[src/rtl/mips_run_monitor.sv]
// Run controller / execution monitor for the MIPS single-cycle core: start, count, terminate, PC history.
// Optional self-loop detection is compiled in when MIPS_RUN_MON_STALL_EN is defined.
module mips_run_monitor #(
  parameter int                 CNT_W       = 32,
  parameter int                 ADDR_W      = 32,
  parameter int                 MAX_CYCLES  = 18,
  parameter logic [ADDR_W-1:0]  HALT_ADDR   = 32'h0000_00FC,
  parameter int                 STALL_LIMIT = 4,
  parameter int                 HIST_DEPTH  = 8,
  localparam int                IDX_W       = $clog2(HIST_DEPTH)
) (
  input  logic              clk,
  input  logic              rst_n,
  input  logic              start,
  input  logic              instr_valid,
  input  logic [ADDR_W-1:0] pc,
  input  logic [IDX_W-1:0]  hist_idx,
  output logic              running,
  output logic              done,
  output logic [1:0]        done_cause,
  output logic [CNT_W-1:0]  cycle_cnt,
  output logic [CNT_W-1:0]  instr_cnt,
  output logic [ADDR_W-1:0] hist_pc,
  output logic              hist_hit
);
  typedef enum logic [1:0] {S_IDLE, S_RUN, S_DONE} state_e;

  state_e              state_q, state_d;
  logic [CNT_W-1:0]    cyc_q, cyc_d, ins_q, ins_d;
  logic [1:0]          cause_q, cause_d;
  logic [IDX_W-1:0]    wptr_q, wptr_d, rd_ptr;
  logic [IDX_W:0]      fill_q, fill_d;
  logic [ADDR_W-1:0]   hist_mem [HIST_DEPTH];
  logic                wr_en, halt_hit, bud_hit, loop_hit, launch;

  assign launch   = (state_q != S_RUN) && start;
  assign wr_en    = (state_q == S_RUN) && instr_valid;
  assign halt_hit = instr_valid && (pc == HALT_ADDR);
  assign bud_hit  = (cyc_q == CNT_W'(MAX_CYCLES - 1));

`ifdef MIPS_RUN_MON_STALL_EN
  localparam int REP_W = $clog2(STALL_LIMIT + 1);
  logic [ADDR_W-1:0] prev_q, prev_d;
  logic              have_q, have_d;
  logic [REP_W-1:0]  rep_q, rep_d;

  // A run of STALL_LIMIT+1 identical valid PCs means repeat count reaches STALL_LIMIT.
  assign loop_hit = instr_valid && have_q && (pc == prev_q) && (rep_q == REP_W'(STALL_LIMIT - 1));

  always_comb begin
    prev_d = prev_q;
    have_d = have_q;
    rep_d  = rep_q;
    if (launch) begin
      have_d = 1'b0;
      rep_d  = '0;
    end else if (wr_en) begin
      prev_d = pc;
      have_d = 1'b1;
      if (have_q && pc == prev_q) begin
        if (rep_q != REP_W'(STALL_LIMIT)) rep_d = rep_q + 1'b1;
      end else begin
        rep_d = '0;
      end
    end
  end

  always_ff @(posedge clk or negedge rst_n) begin
    if (!rst_n) begin
      prev_q <= '0;
      have_q <= 1'b0;
      rep_q  <= '0;
    end else begin
      prev_q <= prev_d;
      have_q <= have_d;
      rep_q  <= rep_d;
    end
  end
`else
  assign loop_hit = 1'b0;
`endif

  always_comb begin
    state_d = state_q;
    cyc_d   = cyc_q;
    ins_d   = ins_q;
    cause_d = cause_q;
    wptr_d  = wptr_q;
    fill_d  = fill_q;
    unique case (state_q)
      S_RUN: begin
        cyc_d = cyc_q + 1'b1;
        if (instr_valid) begin
          ins_d  = ins_q + 1'b1;
          wptr_d = wptr_q + 1'b1;
          if (fill_q != (IDX_W+1)'(HIST_DEPTH)) fill_d = fill_q + 1'b1;
        end
        if (halt_hit)      cause_d = 2'b10;
        else if (loop_hit) cause_d = 2'b11;
        else if (bud_hit)  cause_d = 2'b01;
        if (halt_hit || loop_hit || bud_hit) state_d = S_DONE;
      end
      default: begin
        if (start) begin
          state_d = S_RUN;
          cyc_d   = '0;
          ins_d   = '0;
          cause_d = 2'b00;
          wptr_d  = '0;
          fill_d  = '0;
        end
      end
    endcase
  end

  always_ff @(posedge clk or negedge rst_n) begin
    if (!rst_n) begin
      state_q <= S_IDLE;
      cyc_q   <= '0;
      ins_q   <= '0;
      cause_q <= 2'b00;
      wptr_q  <= '0;
      fill_q  <= '0;
    end else begin
      state_q <= state_d;
      cyc_q   <= cyc_d;
      ins_q   <= ins_d;
      cause_q <= cause_d;
      wptr_q  <= wptr_d;
      fill_q  <= fill_d;
    end
  end

  // Storage is unreset; fill_q gates every read so stale entries never escape.
  always_ff @(posedge clk) begin
    if (wr_en) hist_mem[wptr_q] <= pc;
  end

  assign rd_ptr     = wptr_q - IDX_W'(1) - hist_idx;
  assign hist_hit   = ({1'b0, hist_idx} < fill_q);
  assign hist_pc    = hist_hit ? hist_mem[rd_ptr] : '0;
  assign running    = (state_q == S_RUN);
  assign done       = (state_q == S_DONE);
  assign done_cause = cause_q;
  assign cycle_cnt  = cyc_q;
  assign instr_cnt  = ins_q;
endmodule

[config.mk]
export PLATFORM = sky130hd
export DESIGN_NAME = mips_run_monitor
export DESIGN_NICKNAME = d
export VERILOG_FILES = /design/src/rtl/mips_run_monitor.sv
export SDC_FILE = /design/constraint.sdc
export NUM_CORES = 1
export LEC_CHECK = 0
export BUFFER_PORTS_ARGS = -buffer_cell sky130_fd_sc_hd__buf_2
export CAP_MARGIN = 40
export CORE_ASPECT_RATIO = 1.5
export CORE_MARGIN = 1
export CORE_UTILIZATION = 46
export DETAILED_ROUTE_END_ITERATION = 6
export PLACE_DENSITY = 0.71
export SLEW_MARGIN = 10
export SYNTH_ARGS = -nofsm -noshare
export SYNTH_HDL_FRONTEND = slang
export SYNTH_SLANG_ARGS = --single-unit
[constraint.sdc]
create_clock -name clk -period 4.9 [get_ports clk]
set_input_delay 0.98 -clock clk [delete_from_list [all_inputs] [get_ports clk]]
set_output_delay 0.98 -clock clk [all_outputs]
set_load 0.005 [all_outputs]
-- After elaboration in Yosys (flattened, before gate mapping)
Memory sizes are Yosys's and may differ from the RTL's.
Cells that the tools add are included.
- $lt $le $gt $ge: 1
- reductions and logical operators: 8
- equality and inequality tests: 9
- muxes and demuxes: 21
- $add $sub $neg: 6
- operators by type and width (operator ; count):
    32-bit two-way mux ; 5
    32-bit by 1-bit adder with 32-bit output, second input constant ; 2
    32-bit by 5-bit == test with 1-bit output, second input constant ; 1
    32-bit by 8-bit == test with 1-bit output, second input constant ; 1
    4-bit two-way mux ; 4
    2-bit two-way mux ; 7
    3-bit two-way mux ; 3
    2-bit AND reduction ; 3
    4-bit by 1-bit adder with 4-bit output, second input constant ; 1
    3-bit by 4-bit less-than comparator with 1-bit output ; 1
    2-bit by 1-bit != test with 1-bit output, second input constant ; 2
    4-bit != test, second input constant ; 1
    3-bit by 1-bit adder with 3-bit output, second input constant ; 1
    3-bit by 1-bit != test with 1-bit output, second input constant ; 1
    3-bit AND reduction ; 1
    3-bit by 1-bit subtractor with 3-bit output, second input constant ; 1
    3-bit subtractor ; 1
    2-bit by 1-bit == test with 1-bit output, second input constant ; 1
    2-bit == test, second input constant ; 1
    1-bit logical AND ; 2
    1-bit two-way mux ; 2
    2-bit != test, second input constant ; 1
    2-bit nonzero test ; 1
    1-bit logical OR ; 1
- word-level logic and storage cells: 52
- output and inout bits: 101
- register bits: 75
- RAM bits: 256
- memories: 1
- input port bits: 39
- memory list (name ; words ; bits a word ; read ports ; clocked after Yosys merged registers in ; wr ports ; RTL line ; RTL):
    hist_mem ; 8 ; 32 ; 1 ; 0 ; 1 ; 33 ; logic [ADDR_W-1:0] hist_mem [HIST_DEPTH];

-- Longest topological paths before layout
Gate-level depths: netlist of run 1.
- depth in word-level cells: 5
- mapped depth: 8
- depth with buffers taken out: 6

-- Least setup slack after synthesis of run 1
Ideal clock, no wire load.
- kind: input -> register
- start point: in instr_valid
- end point: mem hist_mem[0][0] (enable)
- setup time: 502 ps
- path buffers: 0
- data arrival time: 4310 ps
- path slack: 88 ps
- required time: 4398 ps
- cell stages on the path: 2
- cell sequence: nand3b_1 nor4_1
- cells in the longest elaborated chain, start to end: 3
- ends and longest elaborated chain (item ; RTL line ; RTL):
    from (decl) ; 15 ; input logic instr_valid,
    1-bit logical AND ; 37 ; assign wr_en = (state_q == S_RUN) && instr_valid;
    1-bit two-way mux ; 136 ; if (wr_en) hist_mem[wptr_q] <= pc;
    1-bit two-way mux (implied by the code) ; 136 ;
    to (decl) ; 33 ;
No other way between the ends.

-- Worst setup path in the final report of run 1
- start point: reg wptr_q[0]
- end point: out hist_pc[25]
- cells in the longest elaborated chain, start to end: 4
- ends and longest elaborated chain (item ; RTL line ; RTL):
    from (decl) ; 31 ; logic [IDX_W-1:0] wptr_q, wptr_d, rd_ptr;
    from (signal assigned) ; 129 ; wptr_q <= wptr_d;
    3-bit by 1-bit subtractor with 3-bit output ; 139 ; assign rd_ptr = wptr_q - IDX_W'(1) - hist_idx;
    3-bit subtractor ; 139 ;
    memory 8 x 32 bit ; n/a ;
    32-bit two-way mux ; 141 ; assign hist_pc = hist_hit ? hist_mem[rd_ptr] : '0;
    to (decl) ; 23 ; output logic [ADDR_W-1:0] hist_pc,
No other way between the ends.

==> results of run 1 <==
-- layout by cell type, fill, tap and decap left out, types with 5 or more instances in the layout --
master     instances
edfxtp_1         256
clkinv_2           6
inv_1             13
clkbuf_16         31
mux2i_1           74
dfrtp_1           75
a21oi_1           43
buf_4             15
nand2b_1           8
nor2_1            15
nor3_1            11
and3_1             7
and4_1             5
nand2_1           67
clkinv_1           8
nand4_1           37
o21ai_0           14
nand3_1           25
ha_1               8
buf_2            138
mux4_2            64
or4_1              8
o31ai_1           11
nor4_1            21
-- registers in the layout (all words and copies together) (netlist names) --
name,cells
done_cause,2
hist_mem,256
wptr_q,3
state_q,2
cycle_cnt,32
fill_q,4
instr_cnt,32
-- critical path, stage by stage (launching register included) --
cell and delay [ns]:
dfrtp_1 0.53, ha_4 0.23, fa_2 0.55, buf_12 0.28, mux4_2 0.29, mux2i_1 0.06, a21oi_1 0.30, buf_2 0.19
-- routing by layer --
metal	track usage, %	part of all wire [%]
met1	24.07	39
met2	35.91	53
met3	2.897	5.1
met4	6.560	2.6
met5	0	0.043
-- layout make-up --
cell class | instances | area, µm²
inverters | 14 | 52.55
well taps | 395 | 494.2
flip-flops and latches | 331 | 9564
diodes | 3 | 7.507
clock inverters | 23 | 230.2
repair buffers | 162 | 974.7
clock buffers | 33 | 783.3
fillers | 2348 | 13300
multi-input cells | 468 | 4169
-- power by group --
| part | switching, µW | internal [µW] |
|---|---|---|
| clock | 1010 | 1370 |
| combinational | 1180 | 1010 |
| sequential | 210 | 3360 |
-- final timing paths --
path / to / depth (start not counted) / start
min in group clk: instr_cnt[31] / 1 / instr_cnt[31]
max in group asynchronous: instr_cnt[2] / 2 / rst_n
max: hist_pc[25] / 7 / wptr_q[0]
max reg2reg: hist_mem[7][19] / 4 / state_q[1]
min: cycle_cnt[26] / 1 / rst_n
min reg2reg: instr_cnt[31] / 1 / instr_cnt[31]
-- metrics by stage --
step,instance area (µm²),util [%],power (µW)
global route,16270,55.01,8518
global placement,15160,51.24,5776
floorplan,13880,-,4928
finish,16280,55.03,8138
detailed placement,15250,51.58,5856
CTS,16270,55.00,8221
-- cell families (layout without fill, tap and decap cells) --
family | count (synthesis) | in the layout | synth area share (%)
flops | 331 | 331 | 68.90
simple gates | 234 | 234 | 9.122
mux | 138 | 138 | 15.72
compound gates | 79 | 79 | 3.254
buf+inv | 55 | 232 | 1.604
fa+ha+maj | 10 | 10 | 0.9555
xor+xnor | 7 | 7 | 0.4417
other cells | 0 | 3 | 0
==> impl_results.md, run 1 <==
* DRT Pass-1 Iters at 4
* Post-synth EDFFs at 256
* CP Data Arrival Time at 3.12 ns
* Post-synth top cells: 256 x edfxtp_1, 75 x dfrtp_1, 74 x mux2i_1
* GR Util All Layers at 19.91%
* Slew Viols, Final at 0
* Clk slew on worst S/H paths at 0.07 ns
* Avg Vias per Cell at 5.721
* Outcome: finished, final reports clean
* Gpl congestion at 0.7727
* Rows at between 70 and 80
* Post-CTS setup repair buffer count at 0
* Worst setup SP type: flip-flop
* Rel. slew slack at a little over 40%
* GRT Residual Overflow at 0
* Leakage Power at 0.006184 µW
* Die area at 0.03089 mm²
* Fmax at 243.7 MHz
* Most frequent cell after synthesis: edfxtp_1
* Mapped Cells at 854
* Hold WC Path Type: input port to asynchronous set/reset pin
* Non-Filler Instances at 1429
* Fin Hold WS at 0.2857 ns
* Final setup margin at 0.7968 ns
* Setup violators final at 0
* Vias after detailed routing at roughly 8200
* Ys async rst share at 22.66%
* Unrepaired setup endpoints after global routing: no
* Crit. End Element: output port
* Hold bufs inserted after CTS at 0
* Dpl ws at approximately 0.9 ns
* Clock network latency to the later pin of the worst-skew pair at about 0.56 ns
* Fin. Hold Viols at 0
* Pwr Density at 500.0 mW/mm²
* CTS Sinks at between 300 and 400
* TNS Setup at 0 ns
* IO Pins at 140
* Syn. warnings at 0
* First-pass GRT wire length at 46.73 mm
* Worst Tran Pin Value at 0.8902 ns
* Number of global-route vias before repair at 8484
* VDD IR max at 327.2 µV
* Yosys top cell by area: edfxtp_1
* Nets@finish at 1056
* Avg WL per Cell at ~21 µm
* Remaining DRCs at 0
* Synth top area share at 55.38%
* Tmin final at just over 4 ns
* Critical Path RT at between 3 and 4 ns
* Max Root-Sink Buffers at 3
* Sequential share of the synthesized area at 68.90%
* Initial antenna violation count at 2
* Drt total wl at 30.15 mm
* Post-cts sizing count at 0
* Maximum Capacitance Violations at 0
* Final period utilization at 83.74%
* Largest net degree at the start of global routing at 65
* Synthesized Nets at 903
* Detailed Place HPWL at 18.77 mm
* Critical path class: flip-flop to output port
* Die width at around 140 µm
* Clock H-tree levels at 1
* Initial Util at between 40% and 50%
* Top post-synthesis cells by area: edfxtp_1 55%, dfrtp_1 14%, mux4_2 10%, mux2i_1 5.3%, nand2_1 1.8%
* Dpl cells at 1370
* Number of buffers created by CTS at 30
* Layout cell share with drive strength beyond 1 at 28.23%
* Clock root cell: clkbuf_16
* Maximum fanout along the worst path at 64
* Buffers added on ports at 139
* Core Region at 0.02958 mm²
* Library cells used by synthesis at between 40 and 50
* Area Growth Syn to Fin at 17.25%
* Internal reg-to-reg setup slack at 2.17 ns
* Clk_skew at around 0.012 ns
* Cell Area, Synth at 0.01388 mm²
* Iter 0 DRT Violations at 385
* Synth Area per Inst at 16.25 µm²
* Top FF cell, synth: edfxtp_1
* #FFs+latches synth at between 300 and 400
* ANT nets after route at 0
* Die Y at between 200 and 250 µm
* CTS tree: built
Note: power is estimated with default switching activity, not from simulation.
==> inputs of run 2 (changes only) <==
==> constraint.sdc (replaced) <==
create_clock -name clk -period 3.8 [get_ports clk]
set_input_delay 0.76 -clock clk [delete_from_list [all_inputs] [get_ports clk]]
set_output_delay 0.76 -clock clk [all_outputs]
set_load 0.005 [all_outputs]
==> run 2 against run 1 <==
Die area unchanged. Combinational power increased by 31%. Register-to-register slack got worse by 0.54 ns. Highest routed layer unchanged. Final area about the same. Wire length increased by 0.85%. Core utilization about the same. Largest power group unchanged.
==> impl_results.md, run 2 (same netlist as run 1, synthesis figures left out) <==
* Pint at 7354 µW (+28%)
* Flop pwr share at 44.1% (+0.3 points)
* Critical path class: flip-flop to output port
* Detailed Place HPWL at 18.68 mm (-0.46%)
* Setup violators final at 0 (unchanged)
* Fmax at 275.4 MHz
* Top layer in use: met5
* Die Y at 214.8 µm (unchanged)
* Reg2Reg Launch Point: state_q[1]
* Slew Viols, Final at 0 (unchanged)
* Internal reg-to-reg setup slack at 1.63 ns (-0.54 ns)
* Maximum fanout along the worst path at 39 (-39%)
* Clk_skew at 0.02153 ns (+0.009842 ns)
* CP max-delay cell: fa_2
* Clock power share at 28.4% (-0.8 points)
* Number of global-route vias before repair at 8526 (+0.50%)
* First-pass GRT wire length at 47.49 mm (+1.6%)
* Tmin final at between 3 and 4 ns
* Post-cts sizing count at 0 (unchanged)
* Final period utilization at ~96%
* Worst setup SP type: flip-flop
* Initial antenna violation count at 2 (unchanged)
* Rel. slew slack at 36.45% (-4.0 points)
* Rows at 77 (unchanged)
* Number of buffers created by CTS at 31 (+3.3%)
* Max Root-Sink Buffers at 3 (unchanged)
* Iter 0 DRT Violations at 354 (-8.1%)
* Final Cell Area at 0.01626 mm² (about the same)
* Critical Path RT at 3.04 ns (-0.88 ns)
* Avg WL per Cell at 21.37 µm (+1.3%)
* Die width at 143.8 µm (unchanged)
* TNS Setup at 0 ns (unchanged)
* Clock network latency to the later pin of the worst-skew pair at 0.57 ns (about the same)
* Remaining DRCs at 0 (unchanged)
* Post-CTS setup repair buffer count at 0 (unchanged)
* Gpl congestion at 0.7783 (+0.72%)
* Combinational fraction of design power at 27.5% (+0.6 points)
* Dpl cell area at 0.01530 mm² (+0.33%)
* Critical-path cell list: ha_4, fa_2, buf_12, mux4_2, mux2i_1, a21oi_1, buf_2
* Largest register FFs at 256 (unchanged)
* DRT Pass-1 Iters at 4 (unchanged)
* Wire length on met2 at 16.48 mm (+2.3%)
* CP Data Arrival Time at 2.87 ns (-0.25 ns)
* Buffers added on ports at 139 (unchanged)
* WL met1 at 11.68 mm (-0.25%)
* CTS Sinks at 331 (unchanged)
* Maximum Capacitance Violations at 0 (unchanged)
* Leading cell types in the layout, fill and taps excluded: 256 x edfxtp_1, 138 x buf_2, 74 x mux2i_1, 74 x dfrtp_1, 67 x nand2_1
* VDD IR max at 435.2 µV (+33%)
* Most common cell after layout, fill and taps aside: edfxtp_1
* Delay-heaviest family, CP: adder cells
* Clock root cell: clkbuf_16
* # diodes at 0 (-3)
* Area Growth Syn to Fin at 17.17% (about the same)
* GR Util All Layers at 20.25% (+0.34 points)
* Leakage Power at 0.006164 µW (-0.31%)
* Critical R2R Capture: hist_mem[2][12]
* Final setup margin at 0.1688 ns (-0.6280 ns)
* ANT nets after route at 0 (unchanged)
* Fin. Hold Viols at 0 (unchanged)
* Clock H-tree levels at 1 (unchanged)
* GRT Residual Overflow at 0 (unchanged)
* Nets@finish at 1058 (+0.19%)
* Net Sw Frac at 29.59% (+0.057 points)
* Worst Tran Pin Value at 0.9460 ns (+0.05576 ns)
* Largest net degree at the start of global routing at 58 (-11%)
* Crit. End Element: output port
* Vias after detailed routing at 8178 (+0.024%)
* Hold WC Path Type: input port to asynchronous set/reset pin
* R2R cell count at 3 (-1)
* Outcome: finished, final reports clean
* Pwr Density at 642.1 mW/mm² (+28%)
* Drt total wl at 30.41 mm (+0.85%)
* Worst path max stage delay at 0.60 ns (+0.05 ns)
* Largest Register: hist_mem
* Hold bufs inserted after CTS at 0 (unchanged)
* Dpl ws at 0.3445 ns (-0.5516 ns)
* Unrepaired setup endpoints after global routing: no
* Layout cell share with drive strength beyond 1 at 28.02% (-0.21 points)
* Initial Util at 46.93% (unchanged)
* Die area at 0.03089 mm² (unchanged)
* Clk slew on worst S/H paths at 0.06 ns (about the same)
* CTS tree: built
* IO Pins at 140 (unchanged)
* Avg Vias per Cell at 5.747 (+0.45%)
* Met3 routed WL at 1.724 mm (+13%)
* Sw Pwr at 3090 µW (+29%)
* Core Region at 0.02958 mm² (unchanged)
* CP Buf/Inv Count at 2 (unchanged)
==> run 2: cell types whose count changed in the layout (fill, tap and decap cells not counted), moves of 2 or more <==
cell	change
inv_6	+2
buf_12	+3
clkinv_4	-2
clkinv_2	-4
diode_2	-3
==> run 2: layer usage <==
| layer | global-route usage, % | vias to the layer above |
|---|---|---|
| met5 | 0 | - |
| met4 | 5.638 | 4 |
| met3 | 3.632 | 39 |
| met2 | 36.86 | 242 |
| met1 | 24.11 | 4183 |
| li1 | - | 3710 |
==> run 2: power by group through the flow <==
| stage | Sequential, µW | Combinational [µW] | Clock, µW |
|---|---|---|---|
| 2_1_floorplan | 4610 | 1750 | 0 |
| 3_3_place_gp | 4660 | 2850 | 0 |
| 3_5_place_dp | 4680 | 2930 | 0 |
| 4_1_cts | 4610 | 2940 | 3030 |
| 5_1_grt | 4650 | 3150 | 3160 |
| 6_report | 4610 | 2870 | 2960 |
==> run 2: cell type report <==
type	count	area, µm²
repair buffers	163	1010
clock inverters	19	175.2
well taps	395	494.2
multi-input cells	468	4184
fillers	2393	13310
inverters	14	52.55
flip-flops and latches	331	9565
clock buffers	33	783.3
==> run 2: worst max-delay path by stage <==
stage | from | to | cells after the start
6_report | wptr_q[0] | hist_pc[16] | 7
5_1_grt | wptr_q[0] | hist_pc[16] | 7
4_1_cts | wptr_q[0] | hist_pc[16] | 7
3_5_place_dp | hist_idx[0] | hist_pc[16] | 9
3_3_place_gp | hist_idx[0] | hist_pc[16] | 9
2_1_floorplan | instr_valid | hist_mem[2][0] | 2
==> run 2: metrics by stage <==
step	std cells	power [µW]	hold slack (ns)	util (%)
2_1_floorplan	854	6355	0.4644	-
3_3_place_gp	1367	7505	0.4609	51.50
3_5_place_dp	1371	7608	0.4759	51.75
4_1_cts	1423	10570	0.05330	54.99
5_1_grt	1423	10960	0.07578	54.99
6_report	1423	10440	0.07132	54.99
